$ cat src/rtl/fsm_seq_pkg.sv
// Shared types and constants for the sequence generator.
package fsm_seq_pkg;

   // Control FSM states
   typedef enum logic [1:0] {
      IDLE  = 2'd0,
      RUN   = 2'd1,
      PAUSE = 2'd2
   } ctrl_e;

   // Values of the mode input / latched mode register
   localparam logic MODE_LOOP    = 1'b0;
   localparam logic MODE_ONESHOT = 1'b1;

endpackage

$ cat src/rtl/fsm_dwell_cnt.sv
// Dwell counter: counts 0..limit_i while enabled, wraps to 0 at terminal count.
// Clear has priority over enable; tc_o flags the last cycle of a state.
module fsm_dwell_cnt
   import fsm_seq_pkg::*;
#(
   parameter int DWELL_W = 8
) (
   input  logic               clk,
   input  logic               reset,
   input  logic               clr_i,
   input  logic               en_i,
   input  logic [DWELL_W-1:0] limit_i,
   output logic               tc_o
);

   logic [DWELL_W-1:0] cnt_q;
   logic [DWELL_W-1:0] cnt_d;

   assign tc_o = (cnt_q == limit_i);

   // Next count: clear, wrap at terminal count, or increment when enabled
   always_comb begin
      cnt_d = cnt_q;
      if (clr_i) begin
         cnt_d = {DWELL_W{1'b0}};
      end else if (en_i) begin
         if (tc_o) begin
            cnt_d = {DWELL_W{1'b0}};
         end else begin
            cnt_d = cnt_q + DWELL_W'(1);
         end
      end else begin
         cnt_d = cnt_q;
      end
   end

   // Count register
   always_ff @(posedge clk or posedge reset) begin
      if (reset) begin
         cnt_q <= {DWELL_W{1'b0}};
      end else begin
         cnt_q <= cnt_d;
      end
   end

endmodule

$ cat src/rtl/fsm_seq_gen.sv
// Programmable sequence generator: steps through N_STATES states, each held for
// a latched dwell count, driving one pattern bit per state. Loop or one-shot,
// with start/stop/pause control and registered busy/done/wrap status.
module fsm_seq_gen
   import fsm_seq_pkg::*;
#(
   parameter int  N_STATES = 4,
   parameter int  DWELL_W  = 8,
   localparam int IDX_W    = $clog2(N_STATES)
) (
   input  logic                clk,
   input  logic                reset,
   input  logic                start,
   input  logic                stop,
   input  logic                pause,
   input  logic                mode,
   input  logic [DWELL_W-1:0]  dwell_cfg,
   input  logic [N_STATES-1:0] pattern_cfg,
   output logic                state_out,
   output logic [IDX_W-1:0]    state_idx,
   output logic                busy,
   output logic                done,
   output logic                wrap
);

   localparam logic [IDX_W-1:0] LAST_IDX = IDX_W'(N_STATES - 1);

   ctrl_e               ctrl_q, ctrl_d;
   logic [IDX_W-1:0]    idx_q, idx_d;
   logic                mode_q, mode_d;
   // Stored as max(dwell_cfg,1)-1 so the counter compares against it directly
   logic [DWELL_W-1:0]  limit_q, limit_d;
   logic [N_STATES-1:0] pattern_q, pattern_d;
   logic                state_out_q, state_out_d;
   logic                busy_q, busy_d;
   logic                done_q, done_d;
   logic                wrap_q, wrap_d;
   logic                cnt_clr_s;
   logic                cnt_en_s;
   logic                cnt_tc_s;

   fsm_dwell_cnt #(.DWELL_W(DWELL_W)) u_dwell_cnt (
      .clk     (clk),
      .reset   (reset),
      .clr_i   (cnt_clr_s),
      .en_i    (cnt_en_s),
      .limit_i (limit_q),
      .tc_o    (cnt_tc_s)
   );

   // Control FSM next state, config latching, index advance and output values
   always_comb begin
      ctrl_d    = ctrl_q;
      idx_d     = idx_q;
      mode_d    = mode_q;
      limit_d   = limit_q;
      pattern_d = pattern_q;
      done_d    = 1'b0;
      wrap_d    = 1'b0;
      cnt_clr_s = 1'b0;
      cnt_en_s  = 1'b0;
      case (ctrl_q)
         IDLE: begin
            cnt_clr_s = 1'b1;
            idx_d     = {IDX_W{1'b0}};
            if (start && !stop) begin
               ctrl_d    = RUN;
               mode_d    = mode;
               limit_d   = (dwell_cfg == {DWELL_W{1'b0}}) ? {DWELL_W{1'b0}}
                                                          : dwell_cfg - DWELL_W'(1);
               pattern_d = pattern_cfg;
            end else begin
               ctrl_d = IDLE;
            end
         end
         RUN: begin
            if (stop) begin
               ctrl_d    = IDLE;
               idx_d     = {IDX_W{1'b0}};
               cnt_clr_s = 1'b1;
            end else if (pause) begin
               // Freeze: counter and index keep the values sampled this edge
               ctrl_d = PAUSE;
            end else begin
               cnt_en_s = 1'b1;
               if (cnt_tc_s) begin
                  if (idx_q == LAST_IDX) begin
                     idx_d = {IDX_W{1'b0}};
                     if (mode_q == MODE_ONESHOT) begin
                        ctrl_d = IDLE;
                        done_d = 1'b1;
                     end else begin
                        wrap_d = 1'b1;
                     end
                  end else begin
                     idx_d = idx_q + IDX_W'(1);
                  end
               end else begin
                  idx_d = idx_q;
               end
            end
         end
         PAUSE: begin
            if (stop) begin
               ctrl_d    = IDLE;
               idx_d     = {IDX_W{1'b0}};
               cnt_clr_s = 1'b1;
            end else if (pause) begin
               ctrl_d = PAUSE;
            end else begin
               // Resume from the frozen count; this edge does not count
               ctrl_d = RUN;
            end
         end
         default: begin
            ctrl_d    = IDLE;
            idx_d     = {IDX_W{1'b0}};
            cnt_clr_s = 1'b1;
         end
      endcase
      busy_d      = (ctrl_d != IDLE);
      state_out_d = busy_d ? pattern_d[idx_d] : 1'b0;
   end

   // State, config and output registers
   always_ff @(posedge clk or posedge reset) begin
      if (reset) begin
         ctrl_q      <= IDLE;
         idx_q       <= {IDX_W{1'b0}};
         mode_q      <= MODE_LOOP;
         limit_q     <= {DWELL_W{1'b0}};
         pattern_q   <= {N_STATES{1'b0}};
         state_out_q <= 1'b0;
         busy_q      <= 1'b0;
         done_q      <= 1'b0;
         wrap_q      <= 1'b0;
      end else begin
         ctrl_q      <= ctrl_d;
         idx_q       <= idx_d;
         mode_q      <= mode_d;
         limit_q     <= limit_d;
         pattern_q   <= pattern_d;
         state_out_q <= state_out_d;
         busy_q      <= busy_d;
         done_q      <= done_d;
         wrap_q      <= wrap_d;
      end
   end

   assign state_out = state_out_q;
   assign state_idx = idx_q;
   assign busy      = busy_q;
   assign done      = done_q;
   assign wrap      = wrap_q;

endmodule

$ cat config.mk
export PLATFORM = sky130hd
export DESIGN_NAME = fsm_seq_gen
export DESIGN_NICKNAME = d
export VERILOG_FILES = /design/src/rtl/fsm_seq_pkg.sv /design/src/rtl/fsm_dwell_cnt.sv /design/src/rtl/fsm_seq_gen.sv
export SDC_FILE = /design/constraint.sdc
export NUM_CORES = 1
export LEC_CHECK = 0
export ABC_AREA = 1
export CORE_UTILIZATION = 56
export CTS_BUF_LIST = sky130_fd_sc_hd__clkbuf_8
export CTS_CLUSTER_SIZE = 30
export DETAILED_ROUTE_END_ITERATION = 10
export PLACE_DENSITY = 0.82
export SETUP_SLACK_MARGIN = 0.1
export SLEW_MARGIN = 20
export SYNTH_ARGS = -nofsm -noshare
export SYNTH_HDL_FRONTEND = slang
export SYNTH_SLANG_ARGS = --single-unit
export TNS_END_PERCENT = 1
$ cat constraint.sdc
create_clock -name clk -period 2.5 [get_ports clk]
set_clock_uncertainty 0.2 [all_clocks]
set_input_delay 0.375 -clock clk [delete_from_list [all_inputs] [get_ports clk]]
set_output_delay 0.375 -clock clk [all_outputs]
set_load 0.005 [all_outputs]
; Word-level counts from Yosys, hierarchy flattened
; Cells that the tools add are included.
[word_totals]
register_bits = 29
input_bits = 18
output_inout_bits = 6
word_cells = 67
[op_classes]
add_sub_neg = 3
n_lt_le_gt_ge = 1
eq_ne = 4
muxes = 41
reduce_logical = 8
[ops]
columns = cell, n
row1 = two-way mux 8 bit, 4
row2 = two-way mux 2 bit, 12
row3 = two-way mux 1 bit, 20
row4 = "adder 8 x 1 -> 8 bit, second input constant", 1
row5 = equality test 8 bit, 1
row6 = zero test 8 bit, 1
row7 = two-way mux 4 bit, 2
row8 = "subtractor 8 x 1 -> 8 bit, second input constant", 1
row9 = case mux 2 bit (3 select lines), 1
row10 = "equality test 2 bit, second input constant", 2
row11 = case mux 2 bit (2 select lines), 1
row12 = nonzero test 2 bit, 2
row13 = "< comparator 2 x 3 -> 1 bit, second input constant", 1
row14 = "adder 2 x 1 -> 2 bit, second input constant", 1
row15 = binary-select mux 1 bit (select 2 bit), 1
row16 = "equality test 2 x 1 -> 1 bit, second input constant", 1
row17 = zero test 2 bit, 1
row18 = AND reduction 2 bit, 1
row19 = OR reduction 2 bit, 1
row20 = logical AND 1 bit, 1
row21 = zero test 1 bit, 1

; Depth between registers and ports, before layout
[logic_depth]
word_depth = 9
mapped_depth = 13
depth_no_buf = 13

; By module
; Synthesis repeated with hierarchy kept, for this count alone.
[hier_totals]
cells_unflattened = 220
area_unflattened_um2 = 1783.0
[by_module_without_submodules]
columns = mod, instances, cells_per_inst, area_each_um2
row1 = fsm_seq_gen, 1, 139, 1182.4
row2 = fsm_dwell_cnt, 1, 81, 600.6

; Least setup slack after synthesis
; OpenSTA, ideal clock, no wires.
[synth_path]
path_kind = register to register
start = reg ctrl_q[0]
end = reg u_dwell_cnt.cnt_q[6]
arrival_time_ns = 1.564
required_time_ns = 2.180
slack_ns = 0.617
stages_incl_launch_ff = 11
path_buffers = 0
synth_period_minus_slack_ns = 1.883
cell_sequence = dfrtp_1 -> inv_1 -> ha_1 -> inv_1 -> nor2_1 -> inv_1 -> nor2_1 -> inv_2 -> nand3_1 -> xor2_1 -> nor2_1
[synth_between]
elab_chain_len = 4
[synth_lines]
columns = element, line
row1 = start: declaration, fsm_seq_gen.sv:28  ; ctrl_e ctrl_q, ctrl_d;
row2 = start signal: assignment, fsm_seq_gen.sv:138  ; ctrl_q <= ctrl_d;
row3 = equality test 2 bit / equality test 2 x 1 -> 1 bit (equally long branches), fsm_seq_gen.sv:62  ; case (ctrl_q)
row4 = OR reduction 2 bit (no line), --
row5 = two-way mux 1 bit, --
row6 = two-way mux 8 bit / nonzero test 2 bit (equally long branches), --
row7 = end signal: assignment, fsm_dwell_cnt.sv:40  ; cnt_q <= {DWELL_W{1'b0}};
row8 = end signal: assignment, fsm_dwell_cnt.sv:42  ; cnt_q <= cnt_d;
row9 = end: declaration, fsm_dwell_cnt.sv:16  ; logic [DWELL_W-1:0] cnt_q;
; Several ways; a longest one is shown, not always the timed one.
; A chain may end at the register's enable or synchronous reset.

; Worst setup path in the final report
[layout_path]
start = reg ctrl_q[1]
end = reg u_dwell_cnt.cnt_q[6]
; Same word-level chain as after synthesis.

==> results.sh <==
export IMPL_status="finished clean"
export IMPL_synth_top_family_by_area="simple AND/OR/NAND/NOR gates"
export IMPL_vias=1395
export IMPL_yosys_warnings=0
export IMPL_cts_setup_buffers=0
export IMPL_synth_edf_count=0
export IMPL_rsz0062_at_grt="false"
export IMPL_grt_pass1_vias=1327
export IMPL_setup_violations_final=0
export IMPL_routedWlPerCell_um=12.36
export IMPL_start_util=0.5907
export IMPL_synthMuxAreaShare=0
export IMPL_yosysMostFrequentCell="nand2_1"
export IMPL_powerDensity_mw_per_mm2=588.1
export IMPL_syn_area_sq_mm=0.001629
export IMPL_setup_tns_ns=0
export IMPL_r2r_end="u_dwell_cnt.cnt_q[6]"
export IMPL_worstSetupPathType="flip-flop to flip-flop"
export IMPL_synth_area_leaders="dfrtp_1 45%, nand2_1 11%, inv_1 6.9%, ha_1 5.4%, o21ai_0 4.0%"
export IMPL_finalMaxSlewViolations=0
export IMPL_grt_max_degree=30
export IMPL_power_leakage_nw=0.9561
export IMPL_synth_cell_types=27
export IMPL_core_area_sq_mm=0.002758
export IMPL_worstHoldPathType="input port to asynchronous set/reset pin"
export IMPL_synth_net_count=226
export IMPL_clockRootBuffer="clkbuf_8"
export IMPL_synth_seq_cells=29
export IMPL_grt_pass1_wl_um=5616
export IMPL_async_reset_ff_frac=1.000
export IMPL_ir_drop_mv=0.5371
export IMPL_avgSynthCellArea_sq_um=8.105
export IMPL_maxSlewHeadroom=0.5111
export IMPL_antenna_found_initial=0
export IMPL_reg2reg_slack_ns=0.34
export IMPL_worstMarginPinSlew_ns=0.7271
export IMPL_dp_hpwl_um=2438
export IMPL_synthAdderAreaFrac=0.05376
export IMPL_insertedDiodeCount=0
export IMPL_first_iter_violations=44
export IMPL_rows=19
export IMPL_grt_ovfl_total=0
export IMPL_syn_inst=201
export IMPL_drt_pre_antenna_iters=4
export IMPL_clk_latency_ns=0.28
export IMPL_synth_xor_area_frac=0.05914
export IMPL_drive_above_1_share=0.1282
export IMPL_fillers=210
export IMPL_path_max_fanout=8
export IMPL_clockBufferDepth=2
export IMPL_dieArea_sq_mm=0.003129
export IMPL_power_total_mw=1.186
export IMPL_synth_flop_cell="dfrtp_1"
export IMPL_viasPerCell=5.264
export IMPL_ff2ff_path_depth=10
export IMPL_worstPathArrival_ns=2.14
export IMPL_fp_dieW_um=55.94
export IMPL_hold_buffers=0
export IMPL_yosysSeqAreaShare=0.4455
export IMPL_cts_tree="yes"
export IMPL_synth_compound_area_share=0.09524
export IMPL_htree_levels=2
export IMPL_path_clk_slew_ns=0.06
export IMPL_route_detailed_drc=0
export IMPL_synth_area_leader_cell="dfrtp_1"
export IMPL_antenna_left=0
export IMPL_gp_congestion=0.8540
export IMPL_drt_total_wl_um=3275
export IMPL_nets=258
export IMPL_critPathLaunchType="flip-flop"
export IMPL_grt_use_total=0.2343
export IMPL_fmax_mhz=462.0
export IMPL_hold_violations=0
export IMPL_cts_buffers=5
export IMPL_fin_util=0.7314
export IMPL_synth_top_cell_area_share=0.4455
export IMPL_fp_dieH_um=55.94
export IMPL_cts_resized=0
export IMPL_cts_sinks=29
export IMPL_critPathRequiredTime_ns=2.47
export IMPL_fin_crit_sh=0.8658
export IMPL_port_buffers=23
export IMPL_area_growth_pct=23.81
export IMPL_yosys_area_share_simple=0.2650
export IMPL_holdWs_ns=0.2557
export IMPL_final_min_clock_period_ns=2.165
export IMPL_io_pins=24
export IMPL_r2r_start="ctrl_q[1]"
export IMPL_yosys_top_cells_count="46 x nand2_1, 30 x inv_1, 29 x dfrtp_1"
export IMPL_cp_end_kind="flip-flop"
export IMPL_drv_cap=0
state kept, by name (all words and copies together) (netlist names):
| signal | flops |
|---|---|
| state_idx | 2 |
| ctrl_q | 2 |
| busy | 1 |
| mode_q | 1 |
| pattern_q | 4 |
| state_out | 1 |
| wrap | 1 |
| limit_q | 8 |
| done | 1 |
| u_dwell_cnt.cnt_q | 8 |
cell usage in the layout, fill, tap and decap left out, types with 5 or more instances in the layout:
cell / netlist / final
ha_1: 7 / 7
clkdlybuf4s50_1: 0 / 23
clkbuf_8: 0 / 7
inv_1: 30 / 30
o21ai_0: 13 / 13
nor3_1: 6 / 6
nor2_1: 10 / 10
nand3_1: 12 / 12
a21oi_1: 5 / 5
xnor2_1: 7 / 7
dfrtp_1: 29 / 29
nand2_1: 46 / 46
critical path, stage by stage (launching register included):
cell     delay (ns)
dfrtp_1        0.41
inv_1          0.09
ha_1           0.40
inv_1          0.06
nor2_1         0.14
inv_1          0.07
nor2_1         0.24
inv_2          0.12
nand3_1        0.11
xor2_1         0.15
nor2_1         0.06
power by group:
part / total [mW] / leakage (nW) / internal [mW] / switching [mW]
sequential: 0.542 / 0.376 / 0.517 / 0.0250
combinational: 0.218 / 0.526 / 0.0998 / 0.119
clock: 0.426 / 0.0542 / 0.248 / 0.178
total: 1.19 / 0.956 / 0.865 / 0.321
stage by stage:
stage | cells | setup slack (ns) | area, sq um
2_1_floorplan | 201 | 0.6168 | 1629
3_3_place_gp | 257 | 0.1537 | 1916
3_5_place_dp | 257 | 0.07729 | 1916
4_1_cts | 265 | 0.3343 | 2017
5_1_grt | 265 | 0.1422 | 2017
6_report | 265 | 0.3354 | 2017
final cells by class:
| type | instances | area (sq um) | area share |
|---|---|---|---|
| Tap cell | 31 | 38.79 | 0.01923 |
| Sequential cell | 29 | 725.7 | 0.3598 |
| Timing Repair Buffer | 26 | 252.7 | 0.1253 |
| Multi-Input combinational cell | 137 | 770.7 | 0.3821 |
| Clock inverter | 1 | 5.005 | 0.002481 |
| Inverter | 34 | 127.6 | 0.06328 |
| Clock buffer | 7 | 96.34 | 0.04777 |
worst max path at each step:
stage,endpoint,cells past startpoint,slack (ns),from
floorplan,u_dwell_cnt.cnt_q[6],10,0.62,ctrl_q[0]
global placement,limit_q[6],6,0.15,dwell_cfg[0]
detailed placement,limit_q[6],6,0.08,dwell_cfg[0]
CTS,u_dwell_cnt.cnt_q[6],10,0.33,ctrl_q[1]
global route,u_dwell_cnt.cnt_q[6],10,0.14,ctrl_q[0]
finish,u_dwell_cnt.cnt_q[6],10,0.34,ctrl_q[1]
per-layer routing:
metal,track usage,up-vias,share of wire
li1,-,706,-
met1,0.2963,650,0.46
met2,0.3821,33,0.48
met3,0.06744,6,0.040
met4,0.09059,0,0.018
met5,0,-,0
logic make-up (layout without fill, tap and decap cells):
group | after synthesis | count (layout)
adder cells (fa/ha/maj) | 7 | 7
AO/OA/AOI/OAI | 27 | 27
flip-flops | 29 | 29
AND/OR/NAND/NOR | 92 | 92
buffers and inverters | 35 | 68
XOR/XNOR | 11 | 11
No activity file was read; power rests on OpenSTA's default activity.
